File: src/rtl/song_player_seq_pkg.sv
// song_player_pkg: shared state encoding and clock constants for the song player
package song_player_pkg;
  typedef enum logic [2:0] {IDLE, FETCH, LOAD, PLAY, PAUSED} state_e;
  localparam int DEFAULT_CLK_HZ = 50_000_000;
  localparam int UNIT_DIV_16 = DEFAULT_CLK_HZ / 16;
  function automatic int cnt_w(input int n);
    return n > 1 ? $clog2(n) : 1;
  endfunction
endpackage

File: src/rtl/song_player_seq_if.sv
// song_player_seq_if: control, note ROM and audio pin bundle of the song player
interface song_player_seq_if #(
  parameter int ADDR_W   = 5,
  parameter int PERIOD_W = 20,
  parameter int DUR_W    = 5
) ();
  logic                play_start;
  logic                play_stop;
  logic                pause;
  logic                loop_en;
  logic [ADDR_W-1:0]   note_addr;
  logic [PERIOD_W-1:0] note_period;
  logic [DUR_W-1:0]    note_dur;
  logic                note_last;
  logic                audioOut;
  logic                aud_sd;
  logic                busy;
  logic                done;
  modport slave (
    input  play_start, play_stop, pause, loop_en, note_period, note_dur, note_last,
    output note_addr, audioOut, aud_sd, busy, done
  );
  modport master (
    output play_start, play_stop, pause, loop_en, note_period, note_dur, note_last,
    input  note_addr, audioOut, aud_sd, busy, done
  );
endinterface

File: src/rtl/song_player_seq_tone_divider.sv
// tone_divider: half-period counter producing a square wave, silent for period 0
module tone_divider #(
  parameter int PERIOD_W = 20
) (
  input  logic                clock,
  input  logic                reset,
  input  logic                en,
  input  logic                clr,
  input  logic [PERIOD_W-1:0] period,
  output logic                wave
);
  localparam logic [PERIOD_W-1:0] ONE = PERIOD_W'(1);
  logic [PERIOD_W-1:0] cnt_q, cnt_d;
  logic                wave_q, wave_d;
  logic                wrap;
  always_comb begin
    wrap   = cnt_q == period - ONE;
    cnt_d  = clr ? '0 : en ? (wrap ? '0 : cnt_q + ONE) : cnt_q;
    wave_d = clr ? 1'b1 : (en && wrap) ? ~wave_q : wave_q;
  end
  always_ff @(posedge clock) begin
    if (reset) begin
      cnt_q  <= '0;
      wave_q <= 1'b0;
    end else begin
      cnt_q  <= cnt_d;
      wave_q <= wave_d;
    end
  end
  assign wave = wave_q & (|period);
endmodule

File: src/rtl/song_player_seq.sv
// song_player_seq: steps a ROM note table and drives a square wave onto the audio pin
module song_player_seq
  import song_player_pkg::*;
#(
  parameter int CLK_HZ   = DEFAULT_CLK_HZ,
  parameter int TICK_DIV = CLK_HZ / 16,
  parameter int ADDR_W   = 5,
  parameter int PERIOD_W = 20,
  parameter int DUR_W    = 5
) (
  input logic              clock,
  input logic              reset,
  song_player_seq_if.slave bus
);
  localparam int TW = cnt_w(TICK_DIV);
  localparam logic [TW-1:0] TICK_MAX = TW'(TICK_DIV - 1);
  state_e              state_q, state_d;
  logic [ADDR_W-1:0]   addr_q, addr_d;
  logic [PERIOD_W-1:0] period_q, period_d;
  logic [DUR_W-1:0]    dur_q, dur_d;
  logic                last_q, last_d;
  logic [TW-1:0]       tick_q, tick_d;
  logic [DUR_W-1:0]    unit_q, unit_d;
  logic                done_q, done_d;
  logic                run, tick_wrap, note_end, end_last, wave;
  // A PLAY cycle with pause high is already frozen, so pause acts on the first PLAY cycle
  assign run       = state_q == PLAY && !bus.pause;
  assign tick_wrap = tick_q == TICK_MAX;
  assign note_end  = (state_q == LOAD && bus.note_dur == '0)
                   || (run && tick_wrap && unit_q == dur_q - 1'b1);
  assign end_last  = state_q == LOAD ? bus.note_last : last_q;
  always_comb begin
    state_d  = state_q;
    addr_d   = addr_q;
    period_d = period_q;
    dur_d    = dur_q;
    last_d   = last_q;
    tick_d   = tick_q;
    unit_d   = unit_q;
    done_d   = 1'b0;
    case (state_q)
      IDLE:   state_d = bus.play_start ? FETCH : IDLE;
      FETCH:  state_d = LOAD;
      LOAD: begin
        period_d = bus.note_period;
        dur_d    = bus.note_dur;
        last_d   = bus.note_last;
        tick_d   = '0;
        unit_d   = '0;
        state_d  = PLAY;
      end
      PLAY: begin
        state_d = bus.pause ? PAUSED : PLAY;
        tick_d  = run ? (tick_wrap ? '0 : tick_q + 1'b1) : tick_q;
        unit_d  = (run && tick_wrap) ? unit_q + 1'b1 : unit_q;
      end
      PAUSED: state_d = bus.pause ? PAUSED : PLAY;
      default: state_d = IDLE;
    endcase
    if (note_end) begin
      tick_d  = '0;
      unit_d  = '0;
      state_d = (!end_last || bus.loop_en) ? FETCH : IDLE;
      addr_d  = end_last ? '0 : addr_q + 1'b1;
      done_d  = end_last && !bus.loop_en;
    end
    if (bus.play_stop) begin
      state_d = IDLE;
      addr_d  = '0;
      tick_d  = '0;
      unit_d  = '0;
      done_d  = 1'b0;
    end
  end
  always_ff @(posedge clock) begin
    if (reset) begin
      state_q  <= IDLE;
      addr_q   <= '0;
      period_q <= '0;
      dur_q    <= '0;
      last_q   <= 1'b0;
      tick_q   <= '0;
      unit_q   <= '0;
      done_q   <= 1'b0;
    end else begin
      state_q  <= state_d;
      addr_q   <= addr_d;
      period_q <= period_d;
      dur_q    <= dur_d;
      last_q   <= last_d;
      tick_q   <= tick_d;
      unit_q   <= unit_d;
      done_q   <= done_d;
    end
  end
  tone_divider #(.PERIOD_W(PERIOD_W)) u_tone (
    .clock (clock),
    .reset (reset),
    .en    (run),
    .clr   (state_q == LOAD),
    .period(period_q),
    .wave  (wave)
  );
  assign bus.note_addr = addr_q;
  assign bus.audioOut  = run & wave;
  assign bus.aud_sd    = state_q == FETCH || state_q == LOAD || run;
  assign bus.busy      = state_q != IDLE;
  assign bus.done      = done_q;
endmodule

File: src/flat_wrapper.sv
// flat-port wrapper written by rule: the top's interface ports become plain ports
module song_player_seq_flat import song_player_pkg::*;
#(
  parameter int CLK_HZ   = DEFAULT_CLK_HZ,
  parameter int TICK_DIV = CLK_HZ / 16,
  parameter int ADDR_W   = 5,
  parameter int PERIOD_W = 20,
  parameter int DUR_W    = 5
)
  (clock, reset, bus_play_start, bus_play_stop, bus_pause, bus_loop_en, bus_note_period, bus_note_dur, bus_note_last, bus_note_addr, bus_audioOut, bus_aud_sd, bus_busy, bus_done);
  song_player_seq_if #(.ADDR_W(ADDR_W), .PERIOD_W(PERIOD_W), .DUR_W(DUR_W)) bus_i ();
  input logic clock;
  input logic reset;
  input wire logic [$bits(bus_i.play_start)-1:0] bus_play_start;
  input wire logic [$bits(bus_i.play_stop)-1:0] bus_play_stop;
  input wire logic [$bits(bus_i.pause)-1:0] bus_pause;
  input wire logic [$bits(bus_i.loop_en)-1:0] bus_loop_en;
  input wire logic [$bits(bus_i.note_period)-1:0] bus_note_period;
  input wire logic [$bits(bus_i.note_dur)-1:0] bus_note_dur;
  input wire logic [$bits(bus_i.note_last)-1:0] bus_note_last;
  output wire logic [$bits(bus_i.note_addr)-1:0] bus_note_addr;
  output wire logic [$bits(bus_i.audioOut)-1:0] bus_audioOut;
  output wire logic [$bits(bus_i.aud_sd)-1:0] bus_aud_sd;
  output wire logic [$bits(bus_i.busy)-1:0] bus_busy;
  output wire logic [$bits(bus_i.done)-1:0] bus_done;
  assign bus_i.play_start = bus_play_start;
  assign bus_i.play_stop = bus_play_stop;
  assign bus_i.pause = bus_pause;
  assign bus_i.loop_en = bus_loop_en;
  assign bus_i.note_period = bus_note_period;
  assign bus_i.note_dur = bus_note_dur;
  assign bus_i.note_last = bus_note_last;
  assign bus_note_addr = bus_i.note_addr;
  assign bus_audioOut = bus_i.audioOut;
  assign bus_aud_sd = bus_i.aud_sd;
  assign bus_busy = bus_i.busy;
  assign bus_done = bus_i.done;
  song_player_seq #(.CLK_HZ(CLK_HZ), .TICK_DIV(TICK_DIV), .ADDR_W(ADDR_W), .PERIOD_W(PERIOD_W), .DUR_W(DUR_W)) u_core (.clock(clock), .reset(reset), .bus(bus_i));
endmodule
File: config.mk
export PLATFORM = sky130hd
export DESIGN_NAME = song_player_seq_flat
export DESIGN_NICKNAME = d
export VERILOG_FILES = /design/src/rtl/song_player_seq_pkg.sv /design/src/rtl/song_player_seq_if.sv /design/src/rtl/song_player_seq_tone_divider.sv /design/src/rtl/song_player_seq.sv /design/src/flat_wrapper.sv
export SDC_FILE = /design/constraint.sdc
export NUM_CORES = 1
export LEC_CHECK = 0
export CORE_ASPECT_RATIO = 1.1
export CORE_MARGIN = 2
export CORE_UTILIZATION = 30
export CTS_CLUSTER_DIAMETER = 80
export CTS_CLUSTER_SIZE = 30
export DETAILED_ROUTE_END_ITERATION = 6
export SLEW_MARGIN = 20
export SYNTH_ARGS = -nofsm -noshare
export SYNTH_HDL_FRONTEND = slang
export SYNTH_SLANG_ARGS = --single-unit
File: constraint.sdc
create_clock -name clock -period 3.4 [get_ports clock]
set_input_delay 0.85 -clock clock [delete_from_list [all_inputs] [get_ports clock]]
set_output_delay 0.85 -clock clock [all_outputs]
set_load 0.05 [all_outputs]
* After elaboration in Yosys (flattened, before gate mapping)
Cells that the tools add are included. W data, S select, Z words.
Storage, ports and cells: bits in registers 83, input port bits 32, output and inout port bits 9, word-level logic and storage cells 70
Cells by class: add/sub/neg operators 6, equal/unequal tests 9, mux-type cells 15, bitwise logic cells 4, reduce and logical (&&, ||, !) cells 26
Operators with widths (number):
- $mux W22 | 2
- $pmux W22 S2 | 1
- $add A22 B1 Y22 const B | 1
- $eq A22 B22 Y1 const B | 1
- $add A20 B1 Y20 const B | 1
- $eq A20 B20 Y1 | 1
- $mux W20 | 1
- $reduce_or A20 Y1 | 1
- $sub A20 B1 Y20 const B | 1
- $pmux W3 S4 | 1
- $add A5 B1 Y5 const B | 2
- $mux W5 | 2
- $pmux W5 S2 | 1
- $eq A3 B2 Y1 const B | 2
- $logic_and A1 B1 Y1 | 6
- $mux W3 | 2
- $reduce_or A2 Y1 | 3
- $reduce_or A3 Y1 | 2
- $eq A5 B5 Y1 | 1
- $logic_not A5 Y1 | 1
- $mux W1 | 5
- $sub A5 B1 Y5 const B | 1
- $logic_or A1 B1 Y1 | 4
- $reduce_and A2 Y1 | 2
- 10 further kinds | 15

* Longest topological paths before layout
Gate-level depths: netlist of run 1.
word-level depth 7, gate-level depth with buffers 12, gate-level depth less buffers 9

* Cells and area by module
A second synthesis of run 1 with hierarchy kept.
Second synthesis, totals: cell total of the unflattened synthesis 579, area, all modules 4829.6 um2
By module, submodules not included:
- song_player_seq | instances 1, cells each 356, area each 3000.4 um2, sequential area each 1241.2 um2
- tone_divider | instances 1, cells each 223, area each 1829.3 um2, sequential area each 420.4 um2

* Least setup slack after synthesis of run 1
No wires, ideal clock.
path type in2out, from input port bus_pause, to output port bus_aud_sd, arrival 2.196 ns, slack 0.354 ns, stages 3, path buffers 1, path through clkbuf_1 -> and3_1 -> nor3_1
Between the ends: word-level cells in the longest chain between the ends 3
Ends and longest elaborated chain:
- from (decl) | line flat_wrapper.sv:16 | input wire logic [$bits(bus_i.pause)-1:0] bus_pause;
- $logic_not A1 Y1 | line song_player_seq.sv:27 | assign run = state_q == PLAY && !bus.pause;
- $logic_and A1 B1 Y1 | line song_player_seq.sv:27
- $logic_or A1 B1 Y1 | line song_player_seq.sv:106 | assign bus.aud_sd = state_q == FETCH || state_q == LOAD || run;
- to (decl) | line flat_wrapper.sv:23 | output wire logic [$bits(bus_i.aud_sd)-1:0] bus_aud_sd;
No other way between the ends.

* Worst setup path after layout of run 1
from input port bus_pause, to output port bus_audioOut
Between the ends: word-level cells in the longest chain between the ends 3
Ends and longest elaborated chain:
- $logic_not A1 Y1 | line song_player_seq.sv:27
- $logic_and A1 B1 Y1 | line song_player_seq.sv:27
- $and A1 B1 Y1 | line song_player_seq.sv:105 | assign bus.audioOut = run & wave;
- to (decl) | line flat_wrapper.sv:22 | output wire logic [$bits(bus_i.audioOut)-1:0] bus_audioOut;
No other way between the ends.

==> results of run 1 <==
Yosys cell counts, types with 9 or more instances:
library cell	instances	area share, %
xnor2_1	36	6.9
a21oi_1	47	5.1
and3_1	10	1.4
xor2_1	26	5.0
dfxtp_1	83	36
inv_1	9	0.74
o21ai_0	13	1.4
nand2_1	84	6.9
nand4_1	15	2.1
clkbuf_1	26	2.1
nor4_1	15	2.1
nor2_1	59	4.8
nand3_1	24	2.6
nor3_1	39	4.3
routing by layer:
metal  vias up  GRT usage (%)  routed length, um
li1       2137              -                  -
met1      2043           17.1               4930
met2        91           26.8               5800
met3        33           2.14                451
met4         0           8.75                448
met5         -              0                  0
worst paths after layout:
check	to
worst max register to register	u_core.u_tone.cnt_q[4]$_SDFFE_PP0P_
worst max-delay path	bus_audioOut
worst min register to register	u_core.u_tone.wave_q$_SDFFE_PP0P_
worst min-delay path	u_core.u_tone.wave_q$_SDFFE_PP0P_
per-stage QoR:
step	cells	total power, mW	utilization (%)	instance area (um2)
3_5_place_dp	801	1.24	34.4	5160
6_report	815	2.21	36.4	5470
2_1_floorplan	588	1.15	-	4570
3_3_place_gp	801	1.24	34.4	5160
5_1_grt	815	2.30	36.4	5470
4_1_cts	815	2.24	36.4	5470
state kept, by name, summed over array words and instances, names as in the netlist, 3 cells and up:
name,cells
u_core.u_tone.cnt_q,20
u_core.unit_q,5
u_core.tick_q,22
u_core.period_q,20
u_core.bus.note_addr,5
u_core.dur_q,5
u_core.state_q,3
worst max-delay path, cell delays in order:
cell,delay [ns]
clkdlybuf4s50_1,0.49
nor2_1,0.31
and2_1,0.19
nor2b_1,0.27
buf_12,0.18
cells by family (layout without fill, tap and decap cells):
kind of cell    after synthesis  count (layout)  synth area share [%]
compound gates               95              95                  12.9
xor+xnor                     62              62                  11.9
fa+ha+maj                     6               6                  1.64
buf+inv                      45              76                  4.49
flops                        83              83                  36.4
mux                           5               5                  1.12
simple gates                292             292                  31.6
power groups by stage:
| stage | logic [mW] | clock network (mW) | registers [mW] |
|---|---|---|---|
| 3_5_place_dp | 0.223 | 0 | 1.02 |
| 4_1_cts | 0.225 | 1.03 | 0.993 |
| 3_3_place_gp | 0.223 | 0 | 1.01 |
| 2_1_floorplan | 0.145 | 0 | 1.01 |
| 5_1_grt | 0.247 | 1.05 | 0.995 |
| 6_report | 0.225 | 0.993 | 0.994 |
layout make-up:
class                   count  area share [%]
flip-flops and latches     83            30.4
well taps                 196            4.49
clock inverters             2           0.641
repair buffers             53            9.48
inverters                   9           0.618
multi-input cells         460            49.5
clock buffers              12            4.88
==> run metrics, run 1 <==
number of buffers added by the clock tree synthesis step=9; largest net degree at the start of global routing=32; Top Ports=41; total global routing overflow=0; Die ar.=16200 um2; antenna violations before repair=0; Worst Path Required=roughly 2.6 ns; hold slack=0.473 ns; startpoint of the most critical register-to-register path=u_core.period_q[2]$_SDFFE_PP0P_; Seq pwr share=44.9%; number of endpoints failing setup at the final stage=0; remaining antenna violation count after routing=0; cells resized by post-CTS repair=0; Final Cycle Share=92.6%; Crit. End Element=output port; CTS Root Cell=clkbuf_16; unrepaired setup endpoints after global routing=no; overall routed net length=11600 um; worst slew margin relative to its limit=51.7%; count of unique library cells instantiated by Yosys=between 50 and 60; synthesized netlist net count=626; FP Rows=47; Lkg Pwr=1.79 nW; fill cell instance count of the final layout=1537; synthesized instance count=about 600; routed len/inst=14.3 um; multi-input logic area=~2700 um2; DR iter-0 viols=~170; starting density of the core=between 30% and 40%; proportion of register bits with asynchronous set or reset after synthesis=0%; depth of the CTS H-tree=3; final count of hold timing violations=0; Port-buffer cells=40; sequential cell area fraction in the yosys report=36.4%; Primary FF master, synth=dfxtp_1; wire length of the first global-routing pass=19700 um; detailed-router iteration count before antenna repair=6; worst setup slack for register-to-register paths=roughly 0.38 ns; crit path launch=bus_pause; launch instance of the worst min-delay path=u_core.u_tone.wave_q$_SDFFE_PP0P_; via count of the first global-routing pass=about 4200; Post-Place Setup Slack=0.237 ns; EDFF count, synth=0; final max-slew violation count=0; Post-CTS Setup Repair Bufs=0; Int Pwr=1.70 mW; switching power summed over all nets=about 0.5 mW; Synth Cell Area=4570 um2; Sinks on Clock Net=83; clock-pin slew on the worst setup and hold paths=approximately 0.06 ns; maximum resistive drop on vdd=0.000176 V; total of warnings raised by yosys=0; area occupied by registers=1660 um2; Worst Max-Slew Pin Slew=0.719 ns; antenna diode count=0; switching part of the total=22.9%; clock tree from TritonCTS=built; number of cells traversed by the worst hold path=1; hold buffer count at cts=0; placeable core region=15000 um2; Worst Slack Setup Final=0.250 ns; via count of the routed design=approximately 4300; Critical Path AT=2.30 ns; leading cell types in the layout, fill and taps excluded=nand2_1 (84), dfxtp_1 (83), nor2_1 (58); fraction of final layout cells with drive strength greater than 1=6.14%; total of max-cap violations=0; worst setup path class=input pin to output port; Tmin final=3.15 ns; power per unit of standard cell area=405 nW/um2; Achievable Freq=317 MHz; chip width=122 um; Combinational Power Share=10.2%; CP max FO=5; Clock Latency Late Sink=0.34 ns; DRC=0; number of cells on the worst reg-to-reg path=8; net total in the final layout=between 600 and 700; most common cell after layout, fill and taps aside=nand2_1; Avg Vias per Cell=5.28; height of the die=~130 um; clock network fraction of design power=44.9%; area growth from synthesis to layout=19.6%; outcome=completed; flip-flop and latch count after synthesis=83; detailed-placement wirelength estimate=8670 um; average footprint of a synthesized cell=7.77 um2; Fin Setup TNS=0 ns; post-route clock skew=approximately 0.0064 ns; worst hold-check path type=register to register; Clock Tree Buf Depth=2; critical path launch point type=input pin; GRT Total Usage=15.1%; final RePlAce weighted congestion=0.910
(Power assumes the default switching activity.)
==> run 2: changes to the inputs <==
--- a/config.mk
+++ b/config.mk
@@ -11,7 +11,6 @@
 export CTS_CLUSTER_DIAMETER = 80
 export CTS_CLUSTER_SIZE = 30
 export DETAILED_ROUTE_END_ITERATION = 6
-export SLEW_MARGIN = 20
 export SYNTH_ARGS = -nofsm -noshare
 export SYNTH_HDL_FRONTEND = slang
 export SYNTH_SLANG_ARGS = --single-unit
==> results of run 2 <==
Final layout, timing and power as in run 1 (identical DEF).
